<file path="config.mk">
export PLATFORM = sky130hd
export DESIGN_NAME = program_loader
export DESIGN_NICKNAME = d
export VERILOG_FILES = /design/src/rtl/program_loader_pkg.sv /design/src/rtl/program_loader_byte_to_word_assembler.sv /design/src/rtl/program_loader.sv
export SDC_FILE = /design/constraint.sdc
export NUM_CORES = 1
export LEC_CHECK = 0
export ABC_AREA = 1
export BUFFER_PORTS_ARGS = -buffer_cell sky130_fd_sc_hd__buf_2
export CORE_MARGIN = 8
export CORE_UTILIZATION = 51
export DETAILED_ROUTE_END_ITERATION = 10
export HOLD_SLACK_MARGIN = 0.06
export PLACE_DENSITY = 0.7
export SLEW_MARGIN = 25
export SYNTH_ARGS = -nofsm -noshare
export SYNTH_HDL_FRONTEND = slang
export SYNTH_SLANG_ARGS = --single-unit
</file>
<file path="constraint.sdc">
create_clock -name clock -period 2.5 [get_ports clock]
set_input_delay 0.5 -clock clock [delete_from_list [all_inputs] [get_ports clock]]
set_output_delay 0.5 -clock clock [all_outputs]
set_load 0.01 [all_outputs]
</file>
<file path="src/rtl/program_loader_pkg.sv">
// Shared types and constants for the program loader.
// Optional checksum states exist only when PROGRAM_LOADER_CHECKSUM_EN is defined.
package program_loader_pkg;

  localparam int unsigned BYTE_WIDTH   = 8;
  localparam int unsigned WORD_WIDTH   = 2 * BYTE_WIDTH;
  localparam int unsigned HEADER_WORDS = 2;

  // Header slots: origin first, then the data word count.
  localparam int unsigned HDR_ORIGIN = 0;
  localparam int unsigned HDR_LENGTH = 1;

  typedef enum logic [3:0] {
    ST_ORIGIN_HI,
    ST_ORIGIN_LO,
    ST_LENGTH_HI,
    ST_LENGTH_LO,
    ST_DATA_HI,
    ST_DATA_LO,
    ST_WRITE,
    ST_DONE
`ifdef PROGRAM_LOADER_CHECKSUM_EN
    ,
    ST_CHECK_HI,
    ST_CHECK_LO,
    ST_ERROR
`endif
  } loader_state_e;

  // States in which a byte may be accepted.
  function automatic logic is_capture_state(loader_state_e s);
    case (s)
      ST_ORIGIN_HI, ST_ORIGIN_LO,
      ST_LENGTH_HI, ST_LENGTH_LO,
      ST_DATA_HI,   ST_DATA_LO:   return 1'b1;
`ifdef PROGRAM_LOADER_CHECKSUM_EN
      ST_CHECK_HI,  ST_CHECK_LO:  return 1'b1;
`endif
      default:                    return 1'b0;
    endcase
  endfunction

endpackage

</file>
<file path="src/rtl/program_loader_byte_to_word_assembler.sv">
// Pairs consecutive accepted bytes into a 16-bit word; word_valid_c pulses
// combinationally with the second byte of each pair.
module program_loader_byte_to_word_assembler
  import program_loader_pkg::*;
(
  input  logic                  clock,
  input  logic                  reset,
  input  logic [BYTE_WIDTH-1:0] in_byte,
  input  logic                  byte_strobe,
  input  logic                  big_endian,
  output logic [WORD_WIDTH-1:0] word_c,
  output logic                  word_valid_c
);

  logic                  have_first_q, have_first_d;
  logic [BYTE_WIDTH-1:0] first_byte_q, first_byte_d;

  // Track whether the first byte of a pair is held, and hold it.
  always_comb begin
    have_first_d = have_first_q;
    first_byte_d = first_byte_q;
    if (byte_strobe) begin
      if (have_first_q) begin
        have_first_d = 1'b0;
      end else begin
        have_first_d = 1'b1;
        first_byte_d = in_byte;
      end
    end
  end

  // Pair-phase and first-byte registers; reset drops any half word.
  always_ff @(posedge clock) begin
    if (reset) begin
      have_first_q <= 1'b0;
      first_byte_q <= '0;
    end else begin
      have_first_q <= have_first_d;
      first_byte_q <= first_byte_d;
    end
  end

  assign word_valid_c = byte_strobe && have_first_q;
  assign word_c       = big_endian ? {first_byte_q, in_byte} : {in_byte, first_byte_q};

endmodule

</file>
<file path="src/rtl/program_loader.sv">
// Byte-stream boot loader: origin, length, data words (and a checksum word when
// PROGRAM_LOADER_CHECKSUM_EN is defined) are written to main memory while the
// core is held in reset; the core is released once the image is complete.
module program_loader
  import program_loader_pkg::*;
#(
  parameter int unsigned DATA_WIDTH    = 16,
  parameter int unsigned ADDRESS_WIDTH = 16,
  parameter bit          BIG_ENDIAN    = 1'b1
) (
  input  logic                     clock,
  input  logic                     reset,
  input  logic [7:0]               in_data,
  input  logic                     in_valid,
  output logic                     in_ready,
  output logic                     memory_write_enable,
  output logic [ADDRESS_WIDTH-1:0] memory_address,
  output logic [DATA_WIDTH-1:0]    memory_data,
  output logic                     core_reset,
  output logic                     load_done,
  output logic                     load_error
);

`ifdef PROGRAM_LOADER_CHECKSUM_EN
  localparam loader_state_e IMAGE_END_ST = ST_CHECK_HI;
`else
  localparam loader_state_e IMAGE_END_ST = ST_DONE;
`endif

  loader_state_e            state_q, state_d;
  logic [WORD_WIDTH-1:0]    header_q [HEADER_WORDS];
  logic [WORD_WIDTH-1:0]    header_d [HEADER_WORDS];
  logic [ADDRESS_WIDTH-1:0] index_q, index_d;
  logic                     memory_write_enable_q, memory_write_enable_d;
  logic [ADDRESS_WIDTH-1:0] memory_address_q, memory_address_d;
  logic [DATA_WIDTH-1:0]    memory_data_q, memory_data_d;
  logic                     core_reset_q, core_reset_d;
  logic                     load_done_q, load_done_d;
`ifdef PROGRAM_LOADER_CHECKSUM_EN
  logic [WORD_WIDTH-1:0]    sum_q, sum_d;
  logic                     load_error_q, load_error_d;
`endif

  logic                  in_ready_c;
  logic                  byte_strobe_c;
  logic [WORD_WIDTH-1:0] word_c;
  logic                  word_valid_c;

  assign in_ready_c    = is_capture_state(state_q);
  assign byte_strobe_c = in_valid && in_ready_c;

  program_loader_byte_to_word_assembler u_assembler (
    .clock        (clock),
    .reset        (reset),
    .in_byte      (in_data),
    .byte_strobe  (byte_strobe_c),
    .big_endian   (BIG_ENDIAN),
    .word_c       (word_c),
    .word_valid_c (word_valid_c)
  );

  // Next-state, counter, header capture and registered output values.
  always_comb begin
    state_d               = state_q;
    header_d              = header_q;
    index_d               = index_q;
    memory_write_enable_d = 1'b0;
    memory_address_d      = memory_address_q;
    memory_data_d         = memory_data_q;
    core_reset_d          = core_reset_q;
    load_done_d           = load_done_q;
`ifdef PROGRAM_LOADER_CHECKSUM_EN
    sum_d                 = sum_q;
    load_error_d          = load_error_q;
`endif

    case (state_q)
      ST_ORIGIN_HI: if (byte_strobe_c) state_d = ST_ORIGIN_LO;
      ST_ORIGIN_LO: begin
        if (word_valid_c) begin
          header_d[HDR_ORIGIN] = word_c;
          state_d              = ST_LENGTH_HI;
        end
      end
      ST_LENGTH_HI: if (byte_strobe_c) state_d = ST_LENGTH_LO;
      ST_LENGTH_LO: begin
        if (word_valid_c) begin
          header_d[HDR_LENGTH] = word_c;
          index_d              = '0;
          state_d              = (word_c == '0) ? IMAGE_END_ST : ST_DATA_HI;
        end
      end
      ST_DATA_HI: if (byte_strobe_c) state_d = ST_DATA_LO;
      ST_DATA_LO: begin
        // Load the strobe/address/data registers so they present during WRITE.
        if (word_valid_c) begin
          memory_write_enable_d = 1'b1;
          memory_address_d      = ADDRESS_WIDTH'(header_q[HDR_ORIGIN]) + index_q;
          memory_data_d         = DATA_WIDTH'(word_c);
`ifdef PROGRAM_LOADER_CHECKSUM_EN
          sum_d                 = sum_q + word_c;
`endif
          state_d               = ST_WRITE;
        end
      end
      ST_WRITE: begin
        index_d = index_q + ADDRESS_WIDTH'(1);
        state_d = (index_d == ADDRESS_WIDTH'(header_q[HDR_LENGTH])) ? IMAGE_END_ST : ST_DATA_HI;
      end
`ifdef PROGRAM_LOADER_CHECKSUM_EN
      ST_CHECK_HI: if (byte_strobe_c) state_d = ST_CHECK_LO;
      ST_CHECK_LO: begin
        if (word_valid_c) begin
          if (word_c == sum_q) begin
            state_d = ST_DONE;
          end else begin
            state_d      = ST_ERROR;
            load_error_d = 1'b1;
          end
        end
      end
      ST_ERROR: state_d = ST_ERROR;
`endif
      ST_DONE:  state_d = ST_DONE;
      default:  state_d = ST_ORIGIN_HI;
    endcase

    // Release the core on the same edge that enters DONE.
    if (state_d == ST_DONE && state_q != ST_DONE) begin
      core_reset_d = 1'b0;
      load_done_d  = 1'b1;
    end
  end

  // State and output registers with synchronous reset.
  always_ff @(posedge clock) begin
    if (reset) begin
      state_q               <= ST_ORIGIN_HI;
      header_q              <= '{default: '0};
      index_q               <= '0;
      memory_write_enable_q <= 1'b0;
      memory_address_q      <= '0;
      memory_data_q         <= '0;
      core_reset_q          <= 1'b1;
      load_done_q           <= 1'b0;
`ifdef PROGRAM_LOADER_CHECKSUM_EN
      sum_q                 <= '0;
      load_error_q          <= 1'b0;
`endif
    end else begin
      state_q               <= state_d;
      header_q              <= header_d;
      index_q               <= index_d;
      memory_write_enable_q <= memory_write_enable_d;
      memory_address_q      <= memory_address_d;
      memory_data_q         <= memory_data_d;
      core_reset_q          <= core_reset_d;
      load_done_q           <= load_done_d;
`ifdef PROGRAM_LOADER_CHECKSUM_EN
      sum_q                 <= sum_d;
      load_error_q          <= load_error_d;
`endif
    end
  end

  assign in_ready            = in_ready_c;
  assign memory_write_enable = memory_write_enable_q;
  assign memory_address      = memory_address_q;
  assign memory_data         = memory_data_q;
  assign core_reset          = core_reset_q;
  assign load_done           = load_done_q;
`ifdef PROGRAM_LOADER_CHECKSUM_EN
  assign load_error          = load_error_q;
`else
  assign load_error          = 1'b0;
`endif

endmodule
</file>
==> reports/results.txt <==
CP max FO - 2
crit-path max cell delay - 0.40 ns
Mapped Avg Cell Area - 7.23 um^2
DIE WIDTH - 112 um
Area contributors post-synth - dfxtp_1 (40%), a21oi_1 (9.9%), nand2_1 (8.9%)
sequential share of the synthesized area - 40.5%
Lkg Pwr - 2.40 nW
min-delay worst type - in2reg
Final Max Slew Viols - 0
WL met3 - 762 um
RSZ-0062 raised after global routing - no
Yosys reg bits - 96
die area - 12,700 um^2
clk_lat worst skew - 0.37 ns
clk slew on worst S/H paths - 0.11 ns
CP top delay family - adder cells
crit path cell chain - ha_1, inv_1, fa_1, inv_1, nand3_1, a21oi_1, nor2_1, o21ai_2, nand2_1, nand2_1, nand3_1, nand2_1, xor2_1, o21ai_0, inv_1
drt pass-1 iters - 5
Synth top area share - 40.5%
wire length on met2 - 5870 um
Nets - 729
Final HPWL DP - 9350 um
Post-synth EDFFs - 0
cell taking the most area after synthesis - dfxtp_1
Power Density - 499 nW/um^2
Sw Ratio - 26.4%
Final Cycle Share - 90.3%
Crit-path slowest cell - fa_1
Worst Hold Path EP - u_assembler.first_byte_q[6]
Sum Neg Setup Slack - 0 ns
Starting Density - 51.9%
Commonest cells post-synth - nand2_1 (113), dfxtp_1 (96), a21oi_1 (94)
Setup Skew - 0.0178 ns
dpl cells - 801
drt wl/cell - 15.4 um
drt initial violations - 359
Hold Crit Start - in_data[6]
post-synthesis async set-or-reset flop share - 0%
Hold WS - 0.442 ns
initial antenna violation count - 0
GRT Residual Overflow - 0
Setup-failing EPs final - 0
Rows - 35
upper clock frequency limit - 0.443 GHz
worst-margin pin slew - 0.664 ns
routed vias - 4,475
R2R Path End - memory_address[12]
status - finished clean
DR top layer - met4
Post-Route WL - 12,600 um
count leader, synth - nand2_1
PnR Total Power - 0.00265 W
Tmin final - 2.26 ns
maxcap violations - 0
maximum VDD drop - 0.000326 V
gr usage total - 20.1%
library cells used by synthesis - 41
post-layout util - 58.0%
first-pass GRT wire length - 20,500 um
Syn Inst Count - 657
Placeable Area - 9150 um^2
Worst Path Arrival - 2.53 ns
Comb power frac - 4.0%
vias in the first global route - 4,145
buffers added on ports - 46
largest net degree at the start of global routing - 70
H-tree Lvls - 3
origin of the critical flop-to-flop path - header_q[16]
CP startpoint kind - flip-flop
CP Buf/Inv Count - 3
Synth Flop Type - dfxtp_1
vias per inst - 5.48
Int Pwr - 0.00195 W
root buffer cell - clkbuf_8
r2r setup slk - 0.24 ns
worst hold path depth - 3
sequential share of power - 58.4%
WS Path Type - reg2reg
CTS tree - yes
gp weighted congestion - 0.867
P_sw - 0.000701 W
clk sinks - 96
Layout Cells excl Fill - 816
Clk pwr share - 37.5%
cell area after synthesis - 4750 um^2
layout overhead on the synthesized area - 11.9%
synth warn - 0
total routed wire length on the met1 layer - 5770 um
clock buffer depth - 2
n_diodes - 0
Detail Route Antenna Nets - 0
Boundary Pins - 48
total CTS buffers - 9
final hold vios - 0
critical path capture point type - flip-flop
# DRC - 0
layout cell share with drive strength beyond 1 - 13.2%
worst relative slew slack - 55.7%
CP Data Required Time - 2.77 ns
Reg2Reg Depth - 15
Die H - 112 um
==> layout by cell type, fill, tap and decap left out, drive strengths merged, types with 16 or more instances in the layout <==
| master | instances |
|---|---|
| buf | 60 |
| nand2 | 115 |
| dfxtp | 96 |
| inv | 78 |
| o21ai | 80 |
| ha | 16 |
| nor2 | 55 |
| nand3 | 38 |
| a21oi | 96 |
==> worst register-to-register path, stage by stage, from the launching register on <==
cell	delay, ns
dfxtp_1	0.35
ha_1	0.17
inv_1	0.05
fa_1	0.40
inv_1	0.07
nand3_1	0.08
a21oi_1	0.21
nor2_1	0.10
o21ai_2	0.16
nand2_1	0.06
nand2_1	0.10
nand3_1	0.09
nand2_1	0.08
xor2_1	0.06
o21ai_0	0.14
inv_1	0.05
==> cell families (layout without fill, tap and decap cells) <==
family	after synthesis	in the layout	synth area share [%]
fa+ha+maj	17	17	4.64
flops	96	96	40.5
simple gates	235	235	22.0
compound gates	188	188	20.9
xor+xnor	18	18	3.61
other cells	1	2	0.0790
buf+inv	102	149	8.27
==> metrics by stage <==
step	cell area [um^2]	worst slack [ns]
after floorplan	4750	0.350
after global placement	5120	0.171
after detailed placement	5130	0.153
after CTS	5310	0.133
after global routing	5310	0.0388
final	5310	0.242
==> power by group through the flow <==
stage	registers (W)	clock network, W	logic (W)
2_1_floorplan	0.00158	0	0.0000632
4_1_cts	0.00155	0.00101	0.000106
3_3_place_gp	0.00158	0	0.000105
5_1_grt	0.00155	0.00107	0.000117
6_report	0.00155	0.000996	0.000107
3_5_place_dp	0.00159	0	0.000106
==> worst max-delay path by stage <==
stage | start | endpoint | slack (ns) | cells past startpoint
3_3_place_gp | index_q[0] | memory_address[12] | 0.17 | 15
6_report | header_q[16] | memory_address[12] | 0.24 | 15
3_5_place_dp | index_q[0] | memory_address[12] | 0.15 | 15
4_1_cts | index_q[0] | memory_address[12] | 0.13 | 15
2_1_floorplan | index_q[0] | memory_address[12] | 0.35 | 15
5_1_grt | header_q[16] | memory_address[12] | 0.04 | 15
==> final cells by class <==
class                   instances  area, um^2
multi-input cells             460        2440
clock buffers                   9         124
flip-flops and latches         96        1920
inverters                      74         278
well taps                     111         139
repair buffers                 60         348
clock inverters                 6        57.6
fillers                       880        3840
==> timing repair <==
item                                    in CTS  in global routing
gates resized for setup                      0                  2
endpoints found under the setup margin       0                  1
setup buffers                                0                  0
hold buffers                                 0                  0
==> sequential cells by signal, indices dropped and copies added, names as in the netlist, 4 cells and up <==
| name | flops |
|---|---|
| header_q | 32 |
| index_q | 16 |
| memory_address | 16 |
| memory_data | 16 |
| u_assembler.first_byte_q | 8 |
| state_q | 4 |
==> layer usage <==
metal / vias to the layer above / global-route usage, %
met5: - / 0
met4: 0 / 6.38
met3: 18 / 3.22
met2: 147 / 34.5
met1: 2044 / 25.3
li1: 2266 / -
No activity file was read; power rests on OpenSTA's default activity.
